==> config.mk <==
export PLATFORM = sky130hd
export DESIGN_NAME = nmi_apb_bridge
export DESIGN_NICKNAME = d
export VERILOG_FILES = /design/src/rtl/nmi_apb_bridge.sv
export SDC_FILE = /design/constraint.sdc
export NUM_CORES = 1
export LEC_CHECK = 0
export ABC_AREA = 1
export CELL_PAD_IN_SITES_DETAIL_PLACEMENT = 1
export CELL_PAD_IN_SITES_GLOBAL_PLACEMENT = 2
export CORE_AREA = 2 2 180 182
export DETAILED_ROUTE_END_ITERATION = 8
export DIE_AREA = 0 0 182 184
export DONT_BUFFER_PORTS = 1
export GPL_TIMING_DRIVEN = 1
export PLACE_DENSITY_LB_ADDON = 0.15
export SYNTH_ARGS = -nofsm -noshare
export SYNTH_HDL_FRONTEND = slang
export SYNTH_SLANG_ARGS = --single-unit
==> constraint.sdc <==
create_clock -name clk_i -period 2.1 [get_ports clk_i]
set_input_delay 0.42 -clock clk_i [delete_from_list [all_inputs] [get_ports clk_i]]
set_output_delay 0.42 -clock clk_i [all_outputs]
set_load 0.005 [all_outputs]
==> src/rtl/nmi_apb_bridge.sv <==
// NMI (valid/ready) to APB4 bridge with parametrised address decode,
// decode-miss and PREADY-timeout responses, and a saturating error counter.
module nmi_apb_bridge #(
   parameter int unsigned           NUM_SLV     = 8,
   parameter logic [NUM_SLV*32-1:0] SLV_BASE    = {NUM_SLV{32'h0}},
   parameter logic [NUM_SLV*32-1:0] SLV_MASK    = {NUM_SLV{32'hFFFF_F000}},
   parameter int unsigned           TIMEOUT_CYC = 256,
   parameter logic [31:0]           ERR_RDATA   = 32'hDEAD_BEEF,
   parameter int unsigned           ERR_CNT_W   = 8
) (
   input  logic                    clk_i,
   input  logic                    rst_i,
   input  logic                    mem_valid_i,
   input  logic [31:0]             mem_addr_i,
   input  logic [31:0]             mem_wdata_i,
   input  logic [3:0]              mem_wstrb_i,
   output logic [31:0]             mem_rdata_o,
   output logic                    mem_ready_o,
   output logic [31:0]             apb_paddr_o,
   output logic [2:0]              apb_pprot_o,
   output logic [NUM_SLV-1:0]      apb_psel_o,
   output logic                    apb_penable_o,
   output logic                    apb_pwrite_o,
   output logic [31:0]             apb_pwdata_o,
   output logic [3:0]              apb_pstrb_o,
   input  logic [NUM_SLV-1:0]      apb_pready_i,
   input  logic [NUM_SLV*32-1:0]   apb_prdata_i,
   input  logic [NUM_SLV-1:0]      apb_pslverr_i,
   output logic                    err_o,
   output logic [1:0]              err_code_o,
   output logic [ERR_CNT_W-1:0]    err_cnt_o
);

   localparam int unsigned IdxW = (NUM_SLV > 1) ? $clog2(NUM_SLV) : 1;

   typedef enum logic [1:0] {StIdle, StSetup, StAccess, StResp} state_e;

   state_e               state_q, state_d;
   logic [31:0]          addr_q, addr_d;
   logic [31:0]          wdata_q, wdata_d;
   logic [3:0]           wstrb_q, wstrb_d;
   logic                 pwrite_q, pwrite_d;
   logic [IdxW-1:0]      idx_q, idx_d;
   logic [31:0]          rdata_q, rdata_d;
   logic [1:0]           code_q, code_d;
   logic [ERR_CNT_W-1:0] cnt_q, cnt_d;
   logic [31:0]          tcnt_q, tcnt_d;

   logic                 dec_hit;
   logic [IdxW-1:0]      dec_idx;
   logic                 sel_pready;
   logic                 sel_pslverr;
   logic [31:0]          sel_prdata;
   logic                 err_done;

   // Address decode; scanning downwards lets the lowest hitting index win.
   always_comb begin
      dec_hit = 1'b0;
      dec_idx = '0;
      for (int i = NUM_SLV - 1; i >= 0; i--) begin
         if ((mem_addr_i & SLV_MASK[32*i +: 32]) == SLV_BASE[32*i +: 32]) begin
            dec_hit = 1'b1;
            dec_idx = IdxW'(i);
         end
      end
   end

   // Only the latched slave's response is observed.
   assign sel_pready  = apb_pready_i[idx_q];
   assign sel_pslverr = apb_pslverr_i[idx_q];
   assign sel_prdata  = apb_prdata_i[32*idx_q +: 32];

   // Next-state, captured-response and error-counter logic.
   always_comb begin
      state_d  = state_q;
      addr_d   = addr_q;
      wdata_d  = wdata_q;
      wstrb_d  = wstrb_q;
      pwrite_d = pwrite_q;
      idx_d    = idx_q;
      rdata_d  = rdata_q;
      code_d   = code_q;
      cnt_d    = cnt_q;
      tcnt_d   = tcnt_q;
      err_done = 1'b0;
      unique case (state_q)
         StIdle: begin
            if (mem_valid_i) begin
               addr_d   = mem_addr_i;
               wdata_d  = mem_wdata_i;
               wstrb_d  = mem_wstrb_i;
               pwrite_d = |mem_wstrb_i;
               idx_d    = dec_idx;
               if (dec_hit) begin
                  state_d = StSetup;
               end else begin
                  state_d  = StResp;
                  code_d   = 2'b10;
                  rdata_d  = (|mem_wstrb_i) ? 32'h0 : ERR_RDATA;
                  err_done = 1'b1;
               end
            end
         end
         StSetup: begin
            tcnt_d  = '0;
            state_d = StAccess;
         end
         StAccess: begin
            if (sel_pready) begin
               state_d  = StResp;
               code_d   = sel_pslverr ? 2'b01 : 2'b00;
               err_done = sel_pslverr;
               if (pwrite_q)         rdata_d = 32'h0;
               else if (sel_pslverr) rdata_d = ERR_RDATA;
               else                  rdata_d = sel_prdata;
            end else if ((TIMEOUT_CYC != 0) && (tcnt_q == TIMEOUT_CYC - 1)) begin
               state_d  = StResp;
               code_d   = 2'b11;
               rdata_d  = pwrite_q ? 32'h0 : ERR_RDATA;
               err_done = 1'b1;
            end else begin
               tcnt_d = tcnt_q + 32'd1;
            end
         end
         StResp: begin
            state_d = StIdle;
         end
         default: state_d = StIdle;
      endcase
      if (err_done && (cnt_q != '1)) begin
         cnt_d = cnt_q + 1'b1;
      end
   end

   // State and datapath registers with synchronous reset.
   always_ff @(posedge clk_i) begin
      if (rst_i) begin
         state_q  <= StIdle;
         addr_q   <= '0;
         wdata_q  <= '0;
         wstrb_q  <= '0;
         pwrite_q <= 1'b0;
         idx_q    <= '0;
         rdata_q  <= '0;
         code_q   <= '0;
         cnt_q    <= '0;
         tcnt_q   <= '0;
      end else begin
         state_q  <= state_d;
         addr_q   <= addr_d;
         wdata_q  <= wdata_d;
         wstrb_q  <= wstrb_d;
         pwrite_q <= pwrite_d;
         idx_q    <= idx_d;
         rdata_q  <= rdata_d;
         code_q   <= code_d;
         cnt_q    <= cnt_d;
         tcnt_q   <= tcnt_d;
      end
   end

   assign mem_ready_o   = (state_q == StResp);
   assign mem_rdata_o   = mem_ready_o ? rdata_q : 32'h0;
   assign err_o         = mem_ready_o && (code_q != 2'b00);
   assign err_code_o    = code_q;
   assign err_cnt_o     = cnt_q;
   assign apb_paddr_o   = addr_q;
   assign apb_pprot_o   = 3'b000;
   assign apb_psel_o    = ((state_q == StSetup) || (state_q == StAccess)) ?
                          (NUM_SLV'(1) << idx_q) : '0;
   assign apb_penable_o = (state_q == StAccess);
   assign apb_pwrite_o  = pwrite_q;
   assign apb_pwdata_o  = wdata_q;
   assign apb_pstrb_o   = wstrb_q;

endmodule

Yosys cells after proc, flatten, opt, wreduce, memory -nomap -nowiden
Cells that the tools add are included.
{"block": "classes", "n_addsub": 2, "n_eq_ne": 10, "n_mux": 30, "n_reduce_logical": 13}
{"cell": "$mux W32", "n": 11}
{"cell": "$pmux W32 S2", "n": 2}
{"cell": "$add A32 B1 Y32 const B", "n": 1}
{"cell": "$eq A32 B8 Y1 const B", "n": 1}
{"cell": "$logic_not A32 Y1", "n": 1}
{"cell": "$mux W2", "n": 7}
{"cell": "$add A8 B1 Y8 const B", "n": 1}
{"cell": "$ne A2 B2 Y1 const B", "n": 4}
{"cell": "$ne A8 B8 Y1 const B", "n": 1}
{"cell": "$pmux W2 S4", "n": 1}
{"cell": "$mux W1", "n": 7}
{"cell": "$reduce_bool A2 Y1", "n": 3}
{"cell": "$eq A2 B2 Y1 const B", "n": 2}
{"cell": "$pmux W2 S2", "n": 1}
{"cell": "$reduce_and A2 Y1", "n": 2}
{"cell": "$reduce_and A4 Y1", "n": 1}
{"cell": "$reduce_or A4 Y1", "n": 1}
{"cell": "$ne A3 B1 Y1 const B", "n": 1}
{"cell": "$reduce_and A3 Y1", "n": 1}
{"cell": "$eq A2 B1 Y1 const B", "n": 1}
{"cell": "$logic_and A1 B1 Y1", "n": 2}
{"cell": "$logic_not A2 Y1", "n": 1}
{"cell": "$pmux W1 S2", "n": 1}
{"cell": "$logic_or A1 B1 Y1", "n": 1}
{"block": "word_totals", "reg_bits": 145, "inputBits": 343, "output_inout_bits": 125, "elab_cells": 64}

Depth between registers and ports, before layout
Gate-level depths: netlist of the first run.
{"block": "depth", "ltp_word": 6, "mapped_depth": 13, "depth_no_buf": 12}

Least setup slack after synthesis of the first run
Ideal clock, no wire load.
{"block": "synth_timing", "path_kind": "register to register", "start": "register tcnt_q[0]", "end": "register tcnt_q[21]", "setup_time_ns": 0.132, "arrival_time_ns": 1.702, "required_ns": 1.968, "path_slack_ns": 0.266, "path_stages_with_launch": 14, "path_buffers": 1, "path_cell_list": "dfxtp_1 > ha_1 > inv_2 > nor2_4 > nand2_2 > nor2_1 > nand2_1 > nand2_1 > inv_2 > nand2_4 > nand2_4 > buf_4 > nand2_1 > a21oi_1"}
{"block": "synth_via", "elab_chain_cells": 4, "elab_cells_between_ends": 7}
{"item": "from (decl)", "line": "47", "text": "logic [31:0] tcnt_q, tcnt_d;"}
{"item": "from (signal assigned)", "line": "158", "text": "tcnt_q <= tcnt_d;"}
{"item": "$add A32 B1 Y32", "line": "122", "text": "tcnt_d = tcnt_q + 32'd1;"}
{"item": "$mux W32", "line": "116", "text": "end else if ((TIMEOUT_CYC != 0) && (tcnt_q == TIMEOUT_CYC - 1)) begin"}
{"item": "$mux W32", "line": "109", "text": "if (sel_pready) begin"}
{"item": "$pmux W32 S2", "line": "86", "text": "unique case (state_q)"}
Several ways; a longest one is shown, not always the timed one. The select of a mux whose other input is x is not followed.
A chain may end at the register's enable or synchronous reset.

Worst setup path in the final report of the first run
{"block": "layout_timing", "start": "register state_q[1]", "end": "output mem_rdata_o[8]"}
{"block": "layout_via", "elab_chain_cells": 2}
{"item": "from (decl)", "line": "38", "text": "state_e state_q, state_d;"}
{"item": "from (signal assigned)", "line": "138", "text": "state_q <= StIdle;"}
{"item": "from (signal assigned)", "line": "149", "text": "state_q <= state_d;"}
{"item": "$eq A2 B2 Y1", "line": "162", "text": "assign mem_ready_o = (state_q == StResp);"}
{"item": "$mux W32", "line": "163", "text": "assign mem_rdata_o = mem_ready_o ? rdata_q : 32'h0;"}
{"item": "to (decl)", "line": "17", "text": "output logic [31:0] mem_rdata_o,"}
Every way passes these cells.

==> results of run 1 <==
==> layer usage <==
metal,part of all wire,GRT usage
met5,0.0013,0
met4,0.018,0.06161
met3,0.12,0.09390
met2,0.41,0.2885
met1,0.45,0.2430
==> placed cells by master (no fill, tap or decap), types with 5 or more instances in the layout <==
cell type	instances
nor2_1	286
nand2_1	283
dfxtp_1	144
inv_1	110
o21ai_0	91
nand3_1	61
a21oi_1	47
buf_4	38
clkbuf_16	17
nor3_1	16
xor2_1	16
diode_2	15
conb_1	10
nand4_1	7
buf_12	7
o21ai_1	6
bufinv_16	5
==> layout make-up <==
class / count / share of cell area
sequential: 145 / 0.3365
tap: 402 / 0.05829
timing repair buffer: 45 / 0.04930
clock buffer: 17 / 0.04930
clock inverter: 11 / 0.02204
antenna: 15 / 0.004350
inverter: 115 / 0.05017
multi-input combinational: 848 / 0.4300
==> critical path, delay by kind of cell (launching register included) <==
family / cells / cell delay (ps)
AND/OR/NAND/NOR: 1 / 80
adder cells (fa/ha/maj): 1 / 230
flip-flops: 1 / 410
buffers and inverters: 2 / 370
==> cells by family after synthesis <==
family          count (synthesis)  synth area share
simple gates                  668            0.3646
buf+inv                       184            0.1079
compound gates                146            0.1004
flops                         145            0.3954
xor+xnor                       19           0.02267
fa+ha+maj                       5          0.008522
other cells                     1         0.0005108
==> power breakdown <==
part / internal, W / total, W / switching (W)
registers: 0.00341 / 0.00394 / 0.000531
logic: 0.00132 / 0.00426 / 0.00294
clock network: 0.00208 / 0.00334 / 0.00127
total: 0.00680 / 0.0115 / 0.00474
==> sequential cells by signal, summed over array words and instances, names as in the netlist <==
signal        cells
apb_pwrite_o      1
apb_pwdata_o     32
state_q           2
err_cnt_o         8
err_code_o        2
apb_paddr_o      32
tcnt_q           32
apb_pstrb_o       4
rdata_q          32
==> worst paths after layout <==
kind	endpoint	slack, ps	start	depth (start not counted)
setup / recovery	mem_rdata_o[8]	140	state_q[1]	4
hold / removal	err_cnt_o[7]	40	rst_i	1
setup reg to reg	tcnt_q[24]	210	tcnt_q[1]	12
hold reg to reg	state_q[0]	500	state_q[0]	2
==> per-stage QoR <==
| stage | total power (W) | hold WS (ps) | util |
|---|---|---|---|
| after CTS | 0.01174 | 14.60 | 0.2729 |
| final | 0.01154 | 43.06 | 0.2749 |
| after floorplan | 0.006816 | 461.0 | - |
| after global routing | 0.01253 | 20.04 | 0.2739 |
| after detailed placement | 0.008329 | 485.3 | 0.2532 |
| after global placement | 0.008281 | 483.4 | 0.2532 |
==> timing repair <==
item | CTS | global route
resized for setup | 1 | 8
pin swaps | 0 | 0
endpoints found under the setup margin | 2 | 29
==> flow_metrics.env, run 1 <==
export IMPL_status="completed"
export IMPL_p_leak_nw=3.763
export IMPL_cts_reportedPaths_clkPinSlew_ps=60
export IMPL_max_clock_freq_mhz=509.7
export IMPL_critPathKind="flip-flop to primary output"
export IMPL_dp_cells=1555
export IMPL_synth_edf_count=0
export IMPL_cts_setup_buffers=0
export IMPL_start_kind="flip-flop"
export IMPL_arrival_ps=1540
export IMPL_wirelength_um=31360
export IMPL_finalCritPeriodShare=0.9343
export IMPL_syn_to_final_growth_pct=17.56
export IMPL_place_ws_ps=18.76
export IMPL_port_buffers=0
export IMPL_ys_ff_latch=145
export IMPL_post_route_min_period_ps=1962
export IMPL_initial_core_util=0.2338
export IMPL_hold_violations=0
export IMPL_yosysSeqAreaShare=0.3954
export IMPL_grt_max_degree=71
export IMPL_grt_pass1_vias=7482
export IMPL_grt_pass1_wl_um=47370
export IMPL_synthArstFlopShare=0
export IMPL_viasPerCell=4.529
export IMPL_cts_max_level=4
export IMPL_skew_ps=13.30
export IMPL_worstSkewPairLatency_ps=450
export IMPL_grtUsageTotal=0.1930
export IMPL_p_per_area_mw_per_mm2=1337
export IMPL_ir_worst_vdd_mv=0.6477
export IMPL_gr_total_overflow=0
export IMPL_syn_cell_area_mm2=0.007341
export IMPL_syn_inst=1168
export IMPL_slowest_stage="dfxtp_1"
export IMPL_clk_path_buf_depth=2
export IMPL_hold_class="primary input to flip-flop"
export IMPL_cp_cell_sequence="ha_2 -> buf_12 -> nand2_1 -> inv_1"
export IMPL_fin_area_mm2=0.008630
export IMPL_ioPinCount=468
export IMPL_rsz0062_at_grt="false"
export IMPL_synth_top_cell_area_share=0.3954
export IMPL_ys_top_cells_by_count="nor2_1 (289), nand2_1 (284), dfxtp_1 (145)"
export IMPL_drc_errors=0
export IMPL_antenna_found_initial=13
export IMPL_wl_per_cell_um=19.62
export IMPL_placed_area_mm2=0.007949
export IMPL_hpwl_um=24510
export IMPL_cts_root_buf="clkbuf_16"
export IMPL_core_mm2=0.03139
export IMPL_antenna_left=0
export IMPL_setup_ws_ps=138.0
export IMPL_final_net_count=1520
export IMPL_dominantRegCellSynth="dfxtp_1"
export IMPL_synth_cell_type_count=29
export IMPL_drv_slew=0
export IMPL_dr_total_vias=7237
export IMPL_row_count=65
export IMPL_nFillCells=3974
export IMPL_drive_gt1_frac=0.08213
export IMPL_die_x_um=182
export IMPL_regArea_mm2=0.002904
export IMPL_cts_inserted_buffers=17
export IMPL_avgSynthCellArea_um2=6.285
export IMPL_holdBufCountCts=0
export IMPL_crit_path_end_kind="primary output"
export IMPL_slowest_delay_ps=410
export IMPL_die_y_um=184
export IMPL_yosys_cell_count_top_type="nor2_1"
export IMPL_setup_viol=0
export IMPL_yosys_top_cells_area="dfxtp_1 (40%), nor2_1 (15%), nand2_1 (15%)"
export IMPL_finalWeightedCongestion=0.8180
export IMPL_yosysWarnings=0
export IMPL_synth_top_area_cell="dfxtp_1"
export IMPL_multiInputGateArea_mm2=0.003711
export IMPL_tns_ps=0
export IMPL_die_area_mm2=0.03349
export IMPL_cap_violations=0
export IMPL_clock_sinks=145
export IMPL_crit_required_ps=1680
export IMPL_worst_path_max_fanout=34
export IMPL_drt_pass1_iter_count=4
export IMPL_dr_first_iter_drc_count=261
export IMPL_cts_tree="yes"
export IMPL_finalNonFillerCells=1598
Note: power is estimated with default switching activity, not from simulation.
==> run 2, diff against run 1 <==
--- a/config.mk
+++ b/config.mk
@@ -14,6 +14,8 @@
 export DONT_BUFFER_PORTS = 1
 export GPL_TIMING_DRIVEN = 1
 export PLACE_DENSITY_LB_ADDON = 0.15
+export REMOVE_ABC_BUFFERS = 1
+export SKIP_CTS_REPAIR_TIMING = 1
 export SYNTH_ARGS = -nofsm -noshare
 export SYNTH_HDL_FRONTEND = slang
 export SYNTH_SLANG_ARGS = --single-unit
==> flow_metrics.env, run 2 (synthesis gave the netlist of run 1 again) <==
export IMPL_status="completed"
export IMPL_viasPerCell=4.545
export IMPL_clock_sinks=145
export IMPL_wl_per_cell_um=20.97
export IMPL_slowest_stage="ha_1"
export IMPL_relSlewSlack=0.5665
export IMPL_antenna_found_initial=5
export IMPL_tightestPinTransition_ps=643.4
export IMPL_worstSkewPairLatency_ps=440
export IMPL_p_leak_nw=3.850
export IMPL_regToRegSetupSlack_ps=150
export IMPL_place_ws_ps=123.6
export IMPL_p_per_area_mw_per_mm2=1336
export IMPL_arrival_ps=1540
export IMPL_ioPinCount=468
export IMPL_wirelength_um=33740
export IMPL_syn_to_final_growth_pct=18.90
export IMPL_dp_cells=1575
export IMPL_grt_pass1_wl_um=49640
export IMPL_reg2reg_to="err_code_o[1]"
export IMPL_min_from="rst_i"
export IMPL_cts_reportedPaths_clkPinSlew_ps=60
export IMPL_hpwl_um=26730
export IMPL_cts_max_level=4
export IMPL_cts_root_buf="clkbuf_16"
export IMPL_hold_class="primary input to flip-flop"
export IMPL_final_cell_mix="nor2_1 (288), nand2_1 (283), dfxtp_1 (145)"
export IMPL_grt_max_degree=71
export IMPL_drv_slew=0
export IMPL_cts_inserted_buffers=17
export IMPL_drive_gt1_frac=0.09378
export IMPL_slowest_delay_ps=440
export IMPL_drc_errors=0
export IMPL_die_x_um=182
export IMPL_layout_commonest_cell="nor2_1"
export IMPL_initial_core_util=0.2338
export IMPL_die_area_mm2=0.03349
export IMPL_finalNonFillerCells=1609
export IMPL_post_route_min_period_ps=1964
export IMPL_start_kind="flip-flop"
export IMPL_ir_worst_vdd_mv=0.7014
export IMPL_dr_total_vias=7313
export IMPL_crit_required_ps=1680
export IMPL_tns_ps=0
export IMPL_finalCritPeriodShare=0.9353
export IMPL_min_to="tcnt_q[23]"
export IMPL_placed_area_mm2=0.008109
export IMPL_finalPower_w=0.01166
export IMPL_hold_violations=0
export IMPL_max_clock_freq_mhz=509.1
export IMPL_critPathKind="flip-flop to primary output"
export IMPL_r2r_start="tcnt_q[1]"
export IMPL_core_mm2=0.03139
export IMPL_clk_path_buf_depth=2
export IMPL_rsz0062_at_grt="false"
export IMPL_r2r_cells=11
export IMPL_fin_area_mm2=0.008728
export IMPL_setup_viol=0
export IMPL_regArea_mm2=0.002903
export IMPL_grt_pass1_vias=7329
export IMPL_cap_violations=0
export IMPL_cts_tree="yes"
export IMPL_multiInputGateArea_mm2=0.003694
export IMPL_final_net_count=1540
export IMPL_worst_path_max_fanout=6
export IMPL_port_buffers=0
export IMPL_finalWeightedCongestion=0.8029
export IMPL_setup_ws_ps=135.8
export IMPL_crit_path_end_kind="primary output"
export IMPL_drt_pass1_iter_count=4
export IMPL_hold_depth=1
export IMPL_antenna_left=0
export IMPL_nFillCells=3971
export IMPL_grtUsageTotal=0.2062
export IMPL_cp_cell_sequence="inv_1 -> ha_1 -> buf_4"
export IMPL_row_count=65
export IMPL_dr_first_iter_drc_count=421
export IMPL_skew_ps=12.83
export IMPL_die_y_um=184
export IMPL_gr_total_overflow=0
## run 2: cell count changes in the layout (fill, tap and decap cells not counted), moves of 2 or more
cell,delta
ha_2,-3
bufinv_16,-2
ha_1,+3
nor2_1,+2
clkinvlp_4,+4
buf_4,+19
diode_2,-13
## run 2: worst max path at each step
stage,start,endpoint,slack (ps)
detailed placement,tcnt_q[4],tcnt_q[18],120
floorplan,state_q[0],err_cnt_o[2],-760
global route,tcnt_q[1],err_code_o[1],1
finish,state_q[0],apb_psel_o[0],140
global placement,tcnt_q[4],err_code_o[1],120
CTS,state_q[0],apb_psel_o[0],80
## run 2: routing by layer
metal | share of wire | vias up | wire, um | GRT usage
met2 | 0.38 | 245 | 12940 | 0.2814
met1 | 0.50 | 3404 | 16950 | 0.2999
met3 | 0.11 | 15 | 3633 | 0.08459
met5 | 0.00092 | - | 31 | 0
met4 | 0.0055 | 4 | 185 | 0.04065
li1 | - | 3645 | - | -
## run 2: report_power, final
group	switching, W	total [W]	internal [W]	leakage [nW]
combinational	0.00306	0.00448	0.00143	2.38
clock	0.00133	0.00322	0.00190	0.281
sequential	0.000554	0.00396	0.00340	1.19
total	0.00494	0.0117	0.00673	3.85
## run 2: metrics by stage
step | hold WS [ps] | utilization
5_1_grt | 17.24 | 0.2779
3_3_place_gp | 476.9 | 0.2583
6_report | 46.05 | 0.2780
4_1_cts | 17.55 | 0.2775
2_1_floorplan | 455.0 | -
3_5_place_dp | 486.6 | 0.2583
## run 2: worst max-delay path, delay by kind of cell, from the launching register on
family / cells / cell delay (ps)
adder cells (fa/ha/maj): 1 / 440
flip-flops: 1 / 360
buffers and inverters: 2 / 290
## run 2: area by class of cell
cell class | count | area share
multi-input cells | 848 | 0.4232
flip-flops and latches | 145 | 0.3326
repair buffers | 65 | 0.06737
well taps | 402 | 0.05763
clock buffers | 19 | 0.05075
inverters | 115 | 0.04960
clock inverters | 13 | 0.01835
diodes | 2 | 0.0005734
